`src/rtl/tawas_thread_sched.sv`:
```
// Round-robin hardware thread scheduler: picks one ready thread per cycle,
// issues its PC as a fetch, and tracks busy/run state and the PC table.
module tawas_thread_sched #(
  parameter int NTHREADS  = 32,
  parameter int TID_W     = 5,
  parameter int PC_W      = 24,
  parameter bit RESET_RUN = 1'b1
) (
  input  logic                clk,
  input  logic                rst,
  input  logic [NTHREADS-1:0] thread_mask,
  input  logic                fetch_stall,
  output logic                ics,
  output logic [PC_W-1:0]     iaddr,
  output logic [TID_W-1:0]    fetch_tid,
  output logic                fetch_half,
  input  logic                pc_update_en,
  input  logic [TID_W-1:0]    pc_update_sel,
  input  logic [PC_W:0]       pc_update_addr,
  input  logic                pc_update_halt,
  input  logic                retire_en,
  input  logic [TID_W-1:0]    retire_tid,
  input  logic                start_en,
  input  logic [TID_W-1:0]    start_tid,
  input  logic [PC_W-1:0]     start_pc,
  output logic                start_ok,
  output logic [NTHREADS-1:0] thread_running,
  output logic [31:0]         issue_cnt
);

  // Handshake: ics is a one-cycle strobe with no back-pressure from the
  // memory side; fetch_stall is the only throttle and suppresses the pick.
  logic [PC_W:0]         pc_q [NTHREADS];
  logic [NTHREADS-1:0]   run_q;
  logic [NTHREADS-1:0]   busy_q;
  logic [NTHREADS-1:0]   ready;
  logic [TID_W-1:0]      rr_q;
  logic [TID_W-1:0]      pick_tid;
  logic [TID_W-1:0]      idx_t;
  logic                  pick_valid;
  logic                  issue;
  logic                  start_acc;
  logic                  update_ok;
  logic                  retire_ok;
  int                    idx;

  function automatic logic tid_ok(input logic [TID_W-1:0] t);
    return int'(t) < NTHREADS;
  endfunction

  assign ready = run_q & ~busy_q & thread_mask;

  // Scan from the farthest offset down so the nearest ready thread after
  // rr_q is the one left standing.
  always_comb begin
    pick_valid = 1'b0;
    pick_tid   = '0;
    idx        = 0;
    idx_t      = '0;
    for (int k = NTHREADS; k >= 1; k--) begin
      idx   = (int'(rr_q) + k) % NTHREADS;
      idx_t = TID_W'(idx);
      if (ready[idx_t]) begin
        pick_valid = 1'b1;
        pick_tid   = idx_t;
      end
    end
  end

  assign issue     = pick_valid & ~fetch_stall;
  assign update_ok = pc_update_en & tid_ok(pc_update_sel);
  assign retire_ok = retire_en & tid_ok(retire_tid);
  // Busy is sampled before the edge, so a same-cycle retire does not help a start.
  assign start_acc = start_en & tid_ok(start_tid) & ~run_q[start_tid] & ~busy_q[start_tid];

  always_ff @(posedge clk or negedge rst) begin
    if (!rst) begin
      for (int i = 0; i < NTHREADS; i++) pc_q[i] <= (PC_W+1)'(i);
    end else begin
      if (update_ok) pc_q[pc_update_sel] <= pc_update_addr;
      if (start_acc) pc_q[start_tid] <= {1'b0, start_pc};
    end
  end

  always_ff @(posedge clk or negedge rst) begin
    if (!rst) begin
      run_q     <= {NTHREADS{RESET_RUN}};
      busy_q    <= '0;
      rr_q      <= TID_W'(NTHREADS - 1);
      ics       <= 1'b0;
      iaddr     <= '0;
      fetch_tid <= '0;
      fetch_half <= 1'b0;
      start_ok  <= 1'b0;
      issue_cnt <= '0;
    end else begin
      if (update_ok && pc_update_halt) run_q[pc_update_sel] <= 1'b0;
      if (start_acc) run_q[start_tid] <= 1'b1;
      if (retire_ok) busy_q[retire_tid] <= 1'b0;
      if (issue) begin
        busy_q[pick_tid] <= 1'b1;
        rr_q             <= pick_tid;
        iaddr            <= pc_q[pick_tid][PC_W-1:0];
        fetch_half       <= pc_q[pick_tid][PC_W];
        fetch_tid        <= pick_tid;
        issue_cnt        <= issue_cnt + 32'd1;
      end
      ics      <= issue;
      start_ok <= start_acc;
    end
  end

  assign thread_running = run_q;

endmodule

```
`config.mk`:
```
export PLATFORM = sky130hd
export DESIGN_NAME = tawas_thread_sched
export DESIGN_NICKNAME = d
export VERILOG_FILES = /design/src/rtl/tawas_thread_sched.sv
export SDC_FILE = /design/constraint.sdc
export NUM_CORES = 2
export LEC_CHECK = 0
export BUFFER_PORTS_ARGS = -buffer_cell sky130_fd_sc_hd__buf_2
export CAP_MARGIN = 10
export CORE_MARGIN = 5
export CORE_UTILIZATION = 50
export DETAILED_ROUTE_END_ITERATION = 12
export PLACE_DENSITY = 0.69
export SYNTH_ARGS = -nofsm -noshare
export SYNTH_HDL_FRONTEND = slang
export SYNTH_SLANG_ARGS = --single-unit
```
`constraint.sdc`:
```
create_clock -name clk -period 15.6 [get_ports clk]
set_input_delay 0 -clock clk [delete_from_list [all_inputs] [get_ports clk]]
set_output_delay 0 -clock clk [all_outputs]
set_load 0.1 [all_outputs]
```
==> impl_metrics.toml <==
[finish]
multi_input_area_um2 = 32100
nNetsFinal = 6403
nFillCells = 10200
seqCellArea_um2 = 23500
area_growth_pct = 10.3
fin_cells = 7893
drive_gt1_share_pct = 12.6

[clock_network]
cts_tree = "built"
post-cts-setup-buffers = 0
clkTransAtPathRegs_ns = 0.07
cts_made_buffers = 101
root_buffer = "clkbuf_16"
clock_path_buffers = 3
cts_resized = 0
clock_sinks = 933
cts_max_level = 3
insertion_delay_ns = 0.71

[global_route]
grt_start_max_net_pins = 171
grt_pass1_wl_mm = 338
antenna_found_initial = 5
grt.overflow.total = 0
grt_pass1_vias = 50100
grt_usage_pct = 36.3

[logic_synthesis]
syn-cell-area_um2 = 57900
seq_area_frac_synth_pct = 40.5
netlist_instances = 6379
synth_edf_count = 0
ys_types = 109
ys_warn_count = 0
synth-seq-cells = 933
async_reset_ff_share_pct = 100
syn_area_per_cell_um2 = 9.08
synthFlopType = "dfrtp_1"
synth_top_area_share_pct = 35.2
synth_largest_area_cell = "dfrtp_1"
synth_most_common_cell = "nand2_1"
netlist_top_cells_count = "nand2_1 (1,286), mux2i_1 (1,073), o21ai_0 (970), dfrtp_1 (816), clkbuf_1 (446)"
synth.area.top_cells = "dfrtp_1 (35%), mux2i_1 (19%), o21ai_0 (8.4%)"
synth_nets = 6494

[die]
dieHeight_um = 350
dieArea_um2 = 123000
ios = 199
rows = 124
coreArea_um2 = 115000
die-width_um = 350
initial_core_util_pct = 50.5

[routing]
wl_per_cell_um = 29.1
first_pass_iters = 9
wl_mm = 230
ant_nets = 0
drt_iter0_drc = 6819
vias_per_cell = 6.64
drc_errors = 0
route.vias.total = 52400

[timing]
final_hold_viol_count = 0
finClkSkew_ns = 0.0714
fin_setup_tns_ns = 0
worst_slew_pin_slew_ns = 1.27
relSlewSlack_pct = 14.7
rsz0062_at_grt = "no"
period_minus_slack_ns = 9.50
min_period_over_period_pct = 60.9
slew_violations = 0
fmax_mhz = 105
finalSetupViolCount = 0

[worst_setup_path]
crit_slowest_cell = "buf_4"
crit_required_ns = 16.18
cp_common_cell = "buf_4"
crit_type = "reg2reg"
path_max_fanout = 110
cp_num_buf_inv = 6
cp_cell_sequence = "buf_4 -> inv_2 -> ha_2 -> buf_4 -> inv_1 -> a21boi_0 -> mux4_2 -> a222oi_1 -> and2_1 -> or3_1 -> a211o_1 -> a311o_1 -> a31oi_4 -> buf_12 -> buf_4 -> mux4_2 -> a32oi_1 -> and3_1 -> a31oi_1"
path_delay_family = "buffers and inverters"
cp-end-kind = "register"
startpoint_type = "register"
worst_ep_arrival_time_ns = 10.07
crit_path_max_incr_delay_ns = 0.81

[run]
max-cap-violations = 0

[placement]
place_inst = 7602
numPortBuffers = 198
routabilityCongestion = 1.00
place_hpwl_mm = 145

[run_status]
status = "complete, no violations"

[hold_path]
hold_class = "in2reg"
[layer usage]
metal  part of all wire, %  global-route usage (%)  vias to the layer above
met3                    10                    8.22                      727
met4                   6.7                    20.5                        4
met2                    44                    55.1                     3231
li1                      -                       -                    22700
met5                 0.012                       0                        -
met1                    39                    48.3                    25700
[flip-flops by register name, indices dropped and copies added (netlist names)]
name and flops:
rr_q 5, thread_running 32, pc_q 800, start_ok 1, ics 1, issue_cnt 32
busy_q 32, fetch_half 1, iaddr 24, fetch_tid 5
[through the flow]
| stage | setup slack [ns] | util [%] | hold slack [ns] | instance area, um^2 |
|---|---|---|---|---|
| 2_1_floorplan | 9.58 | - | -0.296 | 57900 |
| 3_3_place_gp | 6.57 | 51.9 | 0.0975 | 59500 |
| 3_5_place_dp | 6.45 | 51.9 | 0.0998 | 59500 |
| 4_1_cts | 6.44 | 55.7 | 0.00130 | 63900 |
| 5_1_grt | 5.93 | 55.7 | 0.00168 | 63900 |
| 6_report | 6.10 | 55.8 | 0.0223 | 63900 |
[worst paths after layout]
| path | from | to | slack, ns | cells after the start |
|---|---|---|---|---|
| max in group asynchronous | rst | issue_cnt[12] | 11.49 | 7 |
| worst max register to register | rr_q[0] | iaddr[23] | 6.10 | 19 |
| min in group asynchronous | rst | pc_q[0] | 0.52 | 3 |
| worst max-delay path | rr_q[0] | iaddr[23] | 6.10 | 19 |
| worst min register to register | issue_cnt[31] | issue_cnt[31] | 0.47 | 1 |
| worst min-delay path | pc_update_addr[10] | pc_q[35] | 0.02 | 3 |
[placed cells by master, fill, tap and decap left out, types with 41 or more instances in the layout]
master	n
nor3_1	44
clkbuf_16	103
dfstp_2	117
mux2_2	53
a32oi_1	92
nand3b_1	46
o21ai_0	970
nand4_1	71
nor2_1	151
nand2_1	1268
buf_2	197
nand3_1	155
xnor2_1	57
nor2_4	48
a21oi_1	77
clkbuf_1	41
buf_4	116
mux2i_1	1073
dlygate4sd3_1	93
dfrtp_1	816
[logic make-up (layout without fill, tap and decap cells)]
kind of cell / Yosys count / in the layout / synth area share, %
XOR/XNOR: 72 / 72 / 1.18
buffers and inverters: 630 / 627 / 4.86
adder cells (fa/ha/maj): 12 / 12 / 0.259
flip-flops: 933 / 933 / 40.5
AO/OA/AOI/OAI: 1477 / 1477 / 15.4
AND/OR/NAND/NOR: 2088 / 2088 / 16.6
other: 0 / 5 / 0
multiplexers: 1167 / 1167 / 21.2
[layout make-up]
cell class	count	area share (%)
antenna	5	0.0196
inverter	24	0.141
clock inverter	20	0.530
tap	1512	2.96
clock buffer	171	4.85
multi-input combinational	4816	50.2
sequential	933	36.7
timing repair buffer	412	4.55
[repair_timing]
action	in CTS	in global routing
hold buffers	94	0
setup endpoints to repair	0	0
endpoints found under the hold margin	950	0
[worst min-delay path: cells and delay by family]
| family | cells | cell delay (ns) |
|---|---|---|
| muxes | 1 | 0.24 |
| AOI/OAI and AO/OA | 1 | 0.08 |
| buffers and inverters | 1 | 0.34 |
Power is not shown: default switching activity piles up to over one toggle a cycle in this logic, so the estimate is an artifact.
